[config.mk]
export PLATFORM = sky130hd
export DESIGN_NAME = regfile_write_arbiter
export DESIGN_NICKNAME = d
export VERILOG_FILES = /design/src/rtl/regfile_write_arbiter.sv
export SDC_FILE = /design/constraint.sdc
export NUM_CORES = 1
export LEC_CHECK = 0
export BUFFER_PORTS_ARGS = -buffer_cell sky130_fd_sc_hd__buf_2
export CAP_MARGIN = 10
export CELL_PAD_IN_SITES_DETAIL_PLACEMENT = 0
export CELL_PAD_IN_SITES_GLOBAL_PLACEMENT = 1
export CORE_ASPECT_RATIO = 1.5
export CORE_UTILIZATION = 31
export DETAILED_ROUTE_END_ITERATION = 8
export PLACE_DENSITY = 0.81
export SLEW_MARGIN = 5
export SYNTH_ARGS = -nofsm -noshare
export SYNTH_HDL_FRONTEND = slang
export SYNTH_SLANG_ARGS = --single-unit
[constraint.sdc]
create_clock -name clk -period 3.15 [get_ports clk]
set_clock_uncertainty 0.15 [all_clocks]
set_input_delay 0.4725 -clock clk [delete_from_list [all_inputs] [get_ports clk]]
set_output_delay 0.4725 -clock clk [all_outputs]
set_load 0.05 [all_outputs]
[src/rtl/regfile_write_arbiter.sv]
// regfile_write_arbiter
//   Shares the register file's single write port between two writeback
//   requesters: A (ALU results) and B (load/memory results). Each requester
//   uses a valid/ready handshake. At most one grant is made per cycle. The
//   granted write reaches the register file from an output register one
//   cycle after the handshake. Writes to index 0 are accepted and consume a
//   slot, but reg_write stays low for them.
//
//   Build option: define REGFILE_ARB_RR_EN for round-robin arbitration on
//   contention. When it is undefined, A has fixed priority and last_grant is
//   kept only so the last winner can be observed.
module regfile_write_arbiter #(
    parameter int DATA_W = 32,
    parameter int ADDR_W = 5
) (
    input  logic              clk,
    input  logic              reset,
    input  logic              a_valid,
    input  logic [ADDR_W-1:0] a_addr,
    input  logic [DATA_W-1:0] a_data,
    output logic              a_ready,
    input  logic              b_valid,
    input  logic [ADDR_W-1:0] b_addr,
    input  logic [DATA_W-1:0] b_data,
    output logic              b_ready,
    output logic              reg_write,
    output logic [31:0]       reg_dest,
    output logic [DATA_W-1:0] data_write,
    output logic              last_grant
);

    // The register index sits at bits [15:11] of the destination word.
    localparam int DEST_LSB = 11;

    typedef struct packed {
        logic              valid;
        logic [ADDR_W-1:0] addr;
        logic [DATA_W-1:0] data;
    } wr_req_t;

    // The round-robin pointer is the only FSM state.
    typedef enum logic {
        GNT_A = 1'b0,
        GNT_B = 1'b1
    } gnt_e;

    gnt_e    lg_q;
    wr_req_t req_a, req_b, req_sel;
    logic    a_wins;
    logic    grant_b;
    logic    xfer;

    assign req_a = '{valid: a_valid, addr: a_addr, data: a_data};
    assign req_b = '{valid: b_valid, addr: b_addr, data: b_data};

`ifdef REGFILE_ARB_RR_EN
    // When both requesters are valid, A wins only if B was granted last.
    assign a_wins = (lg_q == GNT_B);
`else
    // Fixed priority. A always wins on contention.
    assign a_wins = 1'b1;
`endif

    // Handshake: no grant while reset is held, so no transfer completes
    // in a reset cycle.
    always_comb begin
        a_ready = 1'b0;
        b_ready = 1'b0;
        if (!reset) begin
            a_ready = req_a.valid && (!req_b.valid || a_wins);
            b_ready = req_b.valid && !(req_a.valid && a_wins);
        end
    end

    assign grant_b = b_ready;
    assign xfer    = a_ready || b_ready;
    assign req_sel = grant_b ? req_b : req_a;

    // Pointer and write-port registers. reg_dest and data_write hold their
    // values between transfers. reg_write is a one-cycle pulse per write
    // to a nonzero index.
    always_ff @(posedge clk) begin
        if (reset) begin
            lg_q       <= GNT_B;
            reg_write  <= 1'b0;
            reg_dest   <= '0;
            data_write <= '0;
        end else if (xfer) begin
            lg_q       <= grant_b ? GNT_B : GNT_A;
            reg_write  <= (req_sel.addr != '0);
            reg_dest   <= 32'(req_sel.addr) << DEST_LSB;
            data_write <= req_sel.data;
        end else begin
            reg_write  <= 1'b0;
        end
    end

    assign last_grant = lg_q;

endmodule

==> results of run 1 <==
worst max path at each step:
stage	endpoint	startpoint	slack [ns]
final	a_ready	a_valid	1.05
after global routing	a_ready	a_valid	0.96
after CTS	a_ready	a_valid	1.03
after detailed placement	data_write[23]	b_valid	1.02
after global placement	data_write[23]	b_valid	1.02
after floorplan	a_ready	a_valid	0.98
tightest hold or removal path, stage by stage:
cell and delay (ns):
buf_2 0.07, mux2i_1 0.05, nor2_1 0.07
power breakdown:
| part | total, µW | internal, µW | switching (µW) |
|---|---|---|---|
| registers | 545 | 529 | 15.7 |
| logic | 423 | 134 | 288 |
| clock network | 339 | 172 | 168 |
| total | 1310 | 835 | 471 |
per-stage QoR:
stage,power [µW],util (%)
detailed placement,983,40.2
CTS,1330,41.5
global placement,977,40.2
finish,1310,41.5
global route,1380,41.5
floorplan,907,-
routing by layer:
metal	wire (µm)	share of wire, %	vias to the layer above	global-route usage, %
met5	0	0	-	0
met4	48	1.0	0	4.71
met3	367	7.9	4	2.90
met2	2410	52	95	23.7
met1	1810	39	787	15.6
li1	-	-	849	-
synthesized netlist by cell type (all sizes together):
master	instances	share of area [%]
nor2	38	6.9
clkbuf	4	0.72
or4	2	0.72
buf	36	13
dfxtp	39	38
o21ai	2	0.48
nor2b	1	0.30
conb	1	0.18
nand2	1	0.18
mux2	37	22
mux2i	37	18
o21bai	1	0.36
nor3b	1	0.60
flip-flops by register name, indices dropped and copies added, names as in the netlist:
name	flops
data_write	32
reg_dest	5
last_grant	1
reg_write	1
cell families after synthesis:
group | count (synthesis)
mux | 74
simple gates | 43
buf+inv | 40
flops | 39
compound gates | 3
other cells | 1
layout make-up:
| cell class | count | area [µm²] | area share [%] |
|---|---|---|---|
| Sequential cell | 39 | 781 | 29.0 |
| Tap cell | 76 | 95.1 | 3.53 |
| Clock inverter | 1 | 5.00 | 0.186 |
| Multi-Input combinational cell | 147 | 1120 | 41.4 |
| Clock buffer | 6 | 82.6 | 3.07 |
| Timing Repair Buffer | 121 | 613 | 22.8 |
==> results.json, run 1 <==
{
  "r2r_cells": 3,
  "crit_cells": 3,
  "ys_types": 17,
  "final_area_um2": 2690,
  "synthSimpleGateAreaFrac_pct": 8.67,
  "clk_pin_slew_worst_paths_ns": 0.08,
  "relSlewSlack_pct": 59.7,
  "cts_setup_buffers": 0,
  "synth_top_family_by_area": "multiplexers",
  "outcome": "completed",
  "portBuffers": 118,
  "cts_buffers": 5,
  "grt_overflow": 0,
  "worstHoldEndpoint": "data_write[30]",
  "grt_pass1_vias": 1577,
  "cts_root_buffer": "clkbuf_8",
  "required_ns": 2.53,
  "synth_adder_area_share_pct": 0,
  "slowest_stage": "buf_2",
  "powerDensity_nw_per_um2": 485,
  "arrival_ns": 1.48,
  "synth_area_per_cell_um2": 10.4,
  "clock_path_buffers": 2,
  "setup_violations": 0,
  "finalNonFillerCells": 390,
  "htreeDepth": 2,
  "rsz0062_at_grt": "no",
  "timing.rr.start": "data_write[19]",
  "crit_chain": "buf_2, nor2b_1, buf_2",
  "placed_area_um2": 2610,
  "final_common_cell": "buf_2",
  "fillers": 685,
  "die_w_um": 68.8,
  "path_common_cell": "buf_2",
  "max_cap_viol_count": 0,
  "track_usage_pct": 13.4,
  "worst_setup_path_end_kind": "primary output",
  "cts_tree": "done",
  "cts_resized": 0,
  "grt_pass1_wl_um": 7040,
  "pre_cts_ws_ns": 1.02,
  "grt_max_degree": 24,
  "routed_wl_um": 4630,
  "dp.cells": 383,
  "drv_slew": 0,
  "antenna_found_initial": 0,
  "final_antenna_net_count": 0,
  "synth_cells": 200,
  "routed_via_density": 4.45,
  "most-common-layout-cells": "buf_2, dfxtp_1, nor2_1",
  "max_slew.worst_pin.slew_ns": 0.604,
  "setup_ws_ns": 1.05,
  "r2r-end": "data_write[19]",
  "cts_hold_buf": 0,
  "dr.pass1.iters": 4,
  "crit_fanout": 21,
  "crit_type": "in -> out",
  "vias": 1735,
  "hold_slack_ns": 0.269,
  "clock.fmax_ghz": 0.477,
  "hp-start": "a_data[30]",
  "syn-cell-area_um2": 2080,
  "gp_congestion": 0.700,
  "finalNetCount": 392,
  "setup_tns_ns": 0,
  "total_leakage_power_uw": 0.00148,
  "synth_mux_area_share_pct": 39.3,
  "drc": 0,
  "ys_ff_latch": 39,
  "hold_path_class": "in -> reg",
  "placementRows": 36,
  "hpwlAfterDp_um": 3470,
  "diodes": 0,
  "r2r_setup_slack_ns": 2.12,
  "area_growth_syn_to_layout_pct": 29.6,
  "synthXorXnorAreaFrac_pct": 0,
  "drtIter0Drc": 41,
  "synth_warnings": 0,
  "pin_count": 146,
  "period_share_pct": 66.6,
  "max_stage_delay_ns": 0.47,
  "path_delay_family": "buffers and inverters",
  "clk-insertion-delay-late_ns": 0.28,
  "die_y_um": 102,
  "wl_per_cell_um": 11.9,
  "hold_depth": 3,
  "initial_core_util_pct": 32.0,
  "synth_compound_area_share_pct": 0.843,
  "ir_drop_mv": 0.221,
  "worstSetupStartpointType": "input port",
  "hold_violations": 0,
  "core_um2": 6490,
  "cts_sinks": 39,
  "path_buf_inv": 2,
  "yosysSeqAreaShare_pct": 37.6,
  "die-area_um2": 7040,
  "period_minus_slack_ns": 2.10,
  "layout-drive-gt1-share_pct": 52.9
}
Power figures use the tool's default switching activity.
==> run 2, diff against run 1 <==
- CORE_UTILIZATION: 31 -> 29
- PLACE_DENSITY: 0.81 -> 0.76
- clock period: 3.15 -> 2.2 ns (I/O delays scaled with it)
==> run 2 against run 1 <==
The run now ends with design-rule violations left. Register-to-register slack worse by 0.95 ns. Global-route usage shrank 0.71 points. Core utilization shrank 2.4 points. Worst hold slack worse by 0.14 ns. Combinational power grew 43%. Sequential share of layout area about the same. Cell area up 0.14%. Clock power grew 39%. Critical path type unchanged.
==> results.json, run 2 (same netlist as run 1, synthesis figures left out) <==
{
  "die_w_um": 71.1,
  "sw_frac_of_total_pct": 36.8,
  "die-area_um2": 7510,
  "grt_max_degree": 33,
  "grt_pass1_vias": 1604,
  "antenna_found_initial": 0,
  "most-common-layout-cells": "buf_2, dfxtp_1, nor2_1",
  "crit_fanout": 11,
  "path_common_cell": "buf_2",
  "final_common_cell": "buf_2",
  "reg_top3": "data_write x32, reg_dest x5",
  "combPwrFrac_pct": 32.7,
  "powerDensity_nw_per_um2": 689,
  "cts_setup_buffers": 0,
  "drv_slew": 0,
  "clk_pin_slew_worst_paths_ns": 0.08,
  "htreeDepth": 2,
  "layout-drive-gt1-share_pct": 52.5,
  "required_ns": 1.72,
  "relSlewSlack_pct": 63.0,
  "track_usage_pct": 12.7,
  "initial_core_util_pct": 30.1,
  "total_leakage_power_uw": 0.00148,
  "area_growth_syn_to_layout_pct": 29.8,
  "vias": 1730,
  "setup_violations": 0,
  "clockPowerShare_pct": 25.3,
  "routed_via_density": 4.39,
  "cts_hold_buf": 0,
  "internal_power_uw": 1170,
  "clk-insertion-delay-late_ns": 0.28,
  "period_minus_slack_ns": 1.61,
  "gp_congestion": 0.717,
  "die_y_um": 106,
  "crit_type": "in -> out",
  "fillers": 745,
  "core_um2": 6900,
  "hold_depth": 3,
  "max_cap_viol_count": 0,
  "period_share_pct": 73.1,
  "drc": 8,
  "hold_path_class": "in -> reg",
  "grt_pass1_wl_um": 7470,
  "hpwlAfterDp_um": 3680,
  "cts_buffers": 5,
  "slowest_stage": "buf_2",
  "arrival_ns": 1.13,
  "placementRows": 37,
  "wl_per_cell_um": 12.4,
  "power.switching_uw": 683,
  "gr-usage-met2_pct": 23.9,
  "cts_root_buffer": "clkbuf_8",
  "routed_wl_um": 4890,
  "cts_sinks": 39,
  "r2r_cells": 3,
  "setup_tns_ns": 0,
  "cts_resized": 0,
  "top_register": "data_write",
  "diodes": 0,
  "violations": "design-rule violations",
  "top_usage_layer": "met2",
  "outcome": "finished, violations left",
  "rsz0062_at_grt": "no",
  "finalNetCount": 393,
  "grt.met3_usage_pct": 2.20,
  "final_antenna_net_count": 0,
  "worst_setup_path_end_kind": "primary output",
  "hold_slack_ns": 0.126,
  "largest_reg_flops": 32,
  "globalRouteMet1Util_pct": 13.8,
  "dr.pass1.iters": 9,
  "clock.fmax_ghz": 0.622,
  "max_slew.worst_pin.slew_ns": 0.555,
  "seqPwrFrac_pct": 42.0,
  "ir_drop_mv": 0.346,
  "utilization_pct": 39.1,
  "portBuffers": 118,
  "cts_tree": "done",
  "hold_violations": 0,
  "clock_path_buffers": 2,
  "crit_chain": "buf_2, nor3b_2, buf_2",
  "max_stage_delay_ns": 0.30,
  "pin_count": 146,
  "grt_overflow": 0,
  "worstSetupStartpointType": "input port",
  "drtIter0Drc": 40
}
-- run 2: critical path, delay by kind of cell --
family / cells / cell delay (ns)
simple gates: 1 / 0.25
buf+inv: 2 / 0.54
-- run 2: power groups by stage --
stage	Clock, µW	Combinational [µW]	Sequential, µW
6_report	470	607	780
5_1_grt	523	643	787
4_1_cts	494	612	781
3_5_place_dp	0	611	797
3_3_place_gp	0	607	796
2_1_floorplan	0	324	975
-- run 2: layout make-up --
class,count,area [µm²],area share [%]
clock buffers,7,76.3,2.83
clock inverters,1,5.00,0.186
multi-input cells,147,1120,41.4
flip-flops and latches,39,781,29.0
well taps,78,97.6,3.62
repair buffers,122,621,23.0
-- run 2: final timing paths --
check	startpoint	end	slack (ns)
setup reg to reg	data_write[2]	data_write[2]	1.17
hold / removal	a_data[15]	data_write[15]	0.13
setup / recovery	b_valid	b_ready	0.59
hold reg to reg	last_grant	last_grant	0.36
-- run 2: metrics by stage --
| step | setup slack [ns] | total power (µW) | instance area (µm²) | cells |
|---|---|---|---|---|
| after floorplan | 0.305 | 1300 | 2170 | 226 |
| after CTS | 0.590 | 1890 | 2700 | 394 |
| after detailed placement | 0.450 | 1410 | 2620 | 386 |
| after global placement | 0.440 | 1400 | 2620 | 386 |
| final | 0.592 | 1860 | 2700 | 394 |
| after global routing | 0.532 | 1950 | 2700 | 394 |
-- run 2: routing by layer --
layer	up-vias	part of all wire, %
li1	850	-
met1	791	39
met2	84	52
met3	5	7.0
met4	0	1.6
met5	-	0
